## src/rtl/chip_test_sequencer.sv

```systemverilog
// chip_test_sequencer: launches 74xx tester slots (manual or auto scan),
// collects Done/RSLT, releases each tester and guards against hangs.
//
// Ports:
//   Clk, Reset        clock, async active-high reset
//   Start, Ack        run request (edge detected) / report acknowledge
//   Auto, Sel         scan mode and manual slot, sampled at launch
//   Done_in, Rslt_in  per-slot tester status
//   Run, Disp_Rslt    one-hot run / release to the active slot
//   Busy, Result_Valid, Pass, Timeout, Sel_Err, Chip_Idx, Pass_Map  status
module chip_test_sequencer #(
  parameter int NUM_CHIPS      = 8,
  parameter int SEL_W          = 3,
  parameter int TIMEOUT_CYCLES = 1024
) (
  input  logic                 Clk,
  input  logic                 Reset,
  input  logic                 Start,
  input  logic                 Auto,
  input  logic [SEL_W-1:0]     Sel,
  input  logic                 Ack,
  input  logic [NUM_CHIPS-1:0] Done_in,
  input  logic [NUM_CHIPS-1:0] Rslt_in,
  output logic [NUM_CHIPS-1:0] Run,
  output logic [NUM_CHIPS-1:0] Disp_Rslt,
  output logic                 Busy,
  output logic                 Result_Valid,
  output logic                 Pass,
  output logic                 Timeout,
  output logic                 Sel_Err,
  output logic [SEL_W-1:0]     Chip_Idx,
  output logic [NUM_CHIPS-1:0] Pass_Map
);

  localparam int CNT_W = $clog2(TIMEOUT_CYCLES + 1);

  localparam logic [2:0] S_IDLE    = 3'd0;
  localparam logic [2:0] S_LAUNCH  = 3'd1;
  localparam logic [2:0] S_WAIT    = 3'd2;
  localparam logic [2:0] S_RELEASE = 3'd3;
  localparam logic [2:0] S_NEXT    = 3'd4;
  localparam logic [2:0] S_REPORT  = 3'd5;

  logic [2:0]           state;
  logic [SEL_W-1:0]     idx;
  logic [CNT_W-1:0]     cnt;
  logic                 start_q;
  logic                 auto_q;
  logic                 start_rise;
  logic                 cnt_hit;
  logic                 done_sel;
  logic                 rslt_sel;
  logic                 last_slot;
  logic                 sel_ok;
  logic [NUM_CHIPS-1:0] slot_oh;
  logic [SEL_W-1:0]     lowest;

  // Mask form keeps out-of-range indices harmless: they select nothing.
  assign slot_oh    = NUM_CHIPS'(1) << idx;
  assign start_rise = Start & ~start_q;
  assign done_sel   = |(Done_in & slot_oh);
  assign rslt_sel   = |(Rslt_in & slot_oh);
  assign cnt_hit    = (cnt == CNT_W'(TIMEOUT_CYCLES - 1));
  assign last_slot  = (int'(idx) >= NUM_CHIPS - 1);
  assign sel_ok     = (int'(Sel) < NUM_CHIPS);

  always_comb begin
    lowest = '0;
    for (int i = NUM_CHIPS - 1; i >= 0; i--) begin
      if (Pass_Map[i]) lowest = SEL_W'(i);
    end
  end

  // Decoded from state so both drop the instant Reset hits.
  assign Run          = (state == S_LAUNCH) ? slot_oh : '0;
  assign Disp_Rslt    = (state == S_RELEASE) ? (Done_in & slot_oh) : '0;
  assign Busy         = (state != S_IDLE) && (state != S_REPORT);
  assign Result_Valid = (state == S_REPORT);

  always_ff @(posedge Clk or posedge Reset) begin
    if (Reset) begin
      state    <= S_IDLE;
      idx      <= '0;
      cnt      <= '0;
      start_q  <= 1'b0;
      auto_q   <= 1'b0;
      Pass     <= 1'b0;
      Timeout  <= 1'b0;
      Sel_Err  <= 1'b0;
      Chip_Idx <= '0;
      Pass_Map <= '0;
    end else begin
      start_q <= Start;
      unique case (state)
        S_IDLE, S_REPORT: begin
          if (start_rise) begin
            Pass_Map <= '0;
            Timeout  <= 1'b0;
            Sel_Err  <= 1'b0;
            auto_q   <= Auto;
            if (Auto) begin
              idx   <= '0;
              state <= S_LAUNCH;
            end else if (sel_ok) begin
              idx   <= Sel;
              state <= S_LAUNCH;
            end else begin
              idx      <= Sel;
              Sel_Err  <= 1'b1;
              Pass     <= 1'b0;
              Chip_Idx <= Sel;
              state    <= S_REPORT;
            end
          end else if ((state == S_REPORT) && Ack) begin
            state <= S_IDLE;
          end
        end
        S_LAUNCH: begin
          cnt   <= '0;
          state <= S_WAIT;
        end
        S_WAIT: begin
          cnt <= cnt + CNT_W'(1);
          if (done_sel) begin
            Pass_Map <= rslt_sel ? (Pass_Map | slot_oh)
                                 : (Pass_Map & ~slot_oh);
            state    <= S_RELEASE;
          end else if (cnt_hit) begin
            Timeout  <= 1'b1;
            Pass_Map <= Pass_Map & ~slot_oh;
            state    <= S_NEXT;
          end
        end
        // Counter keeps running so WAIT+RELEASE share one budget.
        S_RELEASE: begin
          cnt <= cnt + CNT_W'(1);
          if (!done_sel) begin
            state <= S_NEXT;
          end else if (cnt_hit) begin
            Timeout <= 1'b1;
            state   <= S_NEXT;
          end
        end
        S_NEXT: begin
          if (auto_q && !last_slot) begin
            idx   <= idx + SEL_W'(1);
            state <= S_LAUNCH;
          end else begin
            Pass     <= auto_q ? (|Pass_Map) : (|(Pass_Map & slot_oh));
            Chip_Idx <= auto_q ? lowest : idx;
            state    <= S_REPORT;
          end
        end
        default: state <= S_IDLE;
      endcase
    end
  end

endmodule

```

## config.mk

```make
export PLATFORM = sky130hd
export DESIGN_NAME = chip_test_sequencer
export DESIGN_NICKNAME = d
export VERILOG_FILES = /design/src/rtl/chip_test_sequencer.sv
export SDC_FILE = /design/constraint.sdc
export NUM_CORES = 1
export LEC_CHECK = 0
export BUFFER_PORTS_ARGS = -buffer_cell sky130_fd_sc_hd__buf_4
export CAP_MARGIN = 20
export CORE_MARGIN = 2
export CORE_UTILIZATION = 54
export DETAILED_ROUTE_END_ITERATION = 6
export PLACE_DENSITY = 0.8
export SETUP_SLACK_MARGIN = 0.4
export SYNTH_ARGS = -nofsm -noshare
export SYNTH_HDL_FRONTEND = slang
export SYNTH_SLANG_ARGS = --single-unit
```

## constraint.sdc

```tcl
create_clock -name Clk -period 2.45 [get_ports Clk]
set_clock_uncertainty 0.1 [all_clocks]
set_input_delay 0.1225 -clock Clk [delete_from_list [all_inputs] [get_ports Clk]]
set_output_delay 0.1225 -clock Clk [all_outputs]
set_load 0.05 [all_outputs]
```

==> flow_summary.toml <==
[synth]
synth_ff_type = "dfrtp_1"
syn_nets = 312
async_flop_share = 1.000
synthCells = 281
yosys.cell_types.count = 57
synthTopCellsByArea = "dfrtp_1 (33%), a32oi_1 (4.4%), ha_1 (3.7%)"
seq_area_frac_synth = 0.3349
synth-seq-cells = 32
synthesis.area_mm2 = 0.002391
synth_top_cell_by_area = "dfrtp_1"
synth_top_area_share = 0.3349
yosys_warnings = 0
synth_edf_count = 0
avgSynthCellArea_um2 = 8.509

[timing]
rsz0062_at_grt = "yes"
report.final.slew_viol_count = 0
worst_slew_pin_slew_ns = 0.6473
fin_crit_sh = 0.8379
finalHoldViolations = 0
slew_headroom = 0.5666
period_needed_ns = 2.053
fmax_mhz = 487.1
final-setup-viol-count = 0

[cts]
root_buffer = "clkbuf_8"
clk_latency_ns = 0.29
clkTransAtPathRegs_ns = 0.07
cts_htree_levels = 2
cts_made_buffers = 5
clock_path_buffers = 2
clock_sinks = 32
cts_tree = "built"

[power_and_ir_drop]
power_frac_comb = 0.632
p_sw_frac = 0.5089
power_frac_seq = 0.249
p_switching_mw = 2.186
finalPower_mw = 4.295
intPower_mw = 2.109
power.density_mw_per_mm2 = 1375
irDropWorstVdd_mv = 0.6656
leakagePower_nw = 1.368
p_clk_frac = 0.119

[placed_design]
dpl.hpwl_um = 4679
gp_congestion = 0.9066
port_buffers = 54

[floorplan]
die_h_um = 70.54
num_io_pins = 56
core_mm2 = 0.004324
start_util = 0.5530
dieArea_mm2 = 0.004976
die_w_um = 70.54
rows = 24

[worst_setup_path]
critPathBufInv = 1
max_stage_delay_ns = 0.46
crit_chain = "inv_2 -> ha_4 -> a22oi_1 -> o22a_2 -> a22o_4 -> o31ai_1"
cp_data_required_time_ns = 2.53
crit_path_end = "Pass_Map[6]"
rr_startpoint = "idx[1]"
start_kind = "register"
crit_start = "idx[1]"
r2r-end = "Pass_Map[6]"
crit_type = "reg2reg"
crit_family = "compound AO/OA/AOI/OAI gates"
slowest_stage = "dfrtp_2"
rrSetupSlack_ns = 0.40
path_depth = 6
cp_data_arrival_time_ns = 2.14
endpoint_kind = "register"
cp_max_fo = 9
reg2reg_depth = 6

[final_layout]
multi_input_area_mm2 = 0.001494
fin_util = 0.7222
area_delta_synth_final_pct = 30.61
drive_gt1_frac = 0.3294
final_common_cell = "buf_4"
final-seq-area_um2 = 807.0
final_nets = 373
fillers = 331
layout_common_cells = "buf_4 (74), dfrtp_1 (27), nand2_1 (22)"
antenna-diode-count = 0

[drt]
detail_route.wirelength_um = 7107
post-route-drc-count = 0
via_count = 2540
wl_per_cell_um = 17.99
drtIter0Drc = 391
ant_nets = 0
dr.pass1.iters = 7
via_per_inst = 6.430

[hold_path]
hold_depth = 4
worstHoldStart = "Ack"
hold_class = "in2reg"

[global_routing]
grt_max_degree = 33
grt.total_usage = 0.2780
grt-ovfl-total = 0
antenna_found_initial = 0
grt_pass1_wl_um = 11170
grt_pass1_vias = 2328

[status]
status = "finished clean"

[flow_run]
maxCapViolations = 0
## registers in the layout, summed over array words and instances (netlist names)
name      cells
auto_q        1
Chip_Idx      3
idx           3
start_q       1
Pass_Map      8
Timeout       1
Pass          1
cnt          11
state         3
## synth_stat cells (all sizes together) (7+ instances only)
| library cell | count |
|---|---|
| a21oi | 11 |
| dfrtp | 32 |
| clkbuf | 11 |
| inv | 18 |
| nor2 | 19 |
| nor3b | 8 |
| o21ai | 20 |
| buf | 12 |
| and3 | 10 |
| nand3 | 12 |
| a32oi | 12 |
| ha | 7 |
| nand2 | 22 |
## power groups by stage
stage               Combinational (mW)  Clock [mW]  Sequential, mW
finish                            2.72       0.510            1.07
detailed placement                2.33           0            1.03
global route                      2.90       0.528            1.10
floorplan                         1.53           0            1.22
global placement                  2.29           0            1.02
CTS                               2.44       0.506            1.03
## per-stage QoR
step	TNS (ns)	hold slack (ns)	area [um2]	cells	setup WS, ns
after detailed placement	0	0.1454	2803	371	0.1857
after CTS	0	0.04664	3002	385	0.4009
after global placement	0	0.1398	2803	371	0.3432
after floorplan	-0.09365	0.05393	2391	281	-0.04682
final	0	0.05528	3123	395	0.3972
after global routing	0	0.06166	3123	395	0.3745
## metal layers
| metal | wire length [um] | vias to the layer above | GRT usage |
|---|---|---|---|
| met5 | 0 | - | 0 |
| li1 | - | 1170 | - |
| met4 | 172 | 0 | 0.1048 |
| met2 | 3182 | 174 | 0.4130 |
| met3 | 773 | 24 | 0.04416 |
| met1 | 2980 | 1172 | 0.4124 |
## worst min-delay path by stage
stage,slack [ns],endpoint
after global placement,0.14,cnt[7]
after detailed placement,0.15,cnt[7]
final,0.06,state[2]
after CTS,0.05,state[0]
after floorplan,0.05,start_q
after global routing,0.06,state[2]
## logic make-up (layout without fill, tap and decap cells)
group / count (synthesis) / after routing / share of synthesized area
compound gates: 84 / 85 / 0.2596
xor+xnor: 3 / 3 / 0.01413
fa+ha+maj: 7 / 7 / 0.03663
buf+inv: 41 / 102 / 0.07483
flops: 32 / 32 / 0.3349
mux: 8 / 8 / 0.03454
other cells: 1 / 1 / 0.001568
simple gates: 105 / 105 / 0.2439
## worst reg2reg max path, stage by stage (launching register included)
cell and delay [ns]:
dfrtp_2 0.46, inv_2 0.14, ha_4 0.20, a22oi_1 0.15
o22a_2 0.33, a22o_4 0.32, o31ai_1 0.26
## what timing repair did
| item | 4_1_cts | 5_1_grt |
|---|---|---|
| setup buffers | 4 | 9 |
| endpoints found under the hold margin | 33 | 0 |
| pin swaps | 0 | 2 |
| hold buffers | 2 | 0 |
| setup endpoints to repair | 26 | 31 |
| cloned | 0 | 1 |
| gates resized for setup | 12 | 14 |
## cell type report
class | count | share of cell area
Inverter | 18 | 0.02364
Timing Repair Buffer | 76 | 0.1843
Tap cell | 52 | 0.02083
Sequential cell | 32 | 0.2584
Multi-Input combinational cell | 209 | 0.4784
Clock buffer | 6 | 0.02324
Clock inverter | 2 | 0.01122
No activity file was read; power rests on OpenSTA's default activity.
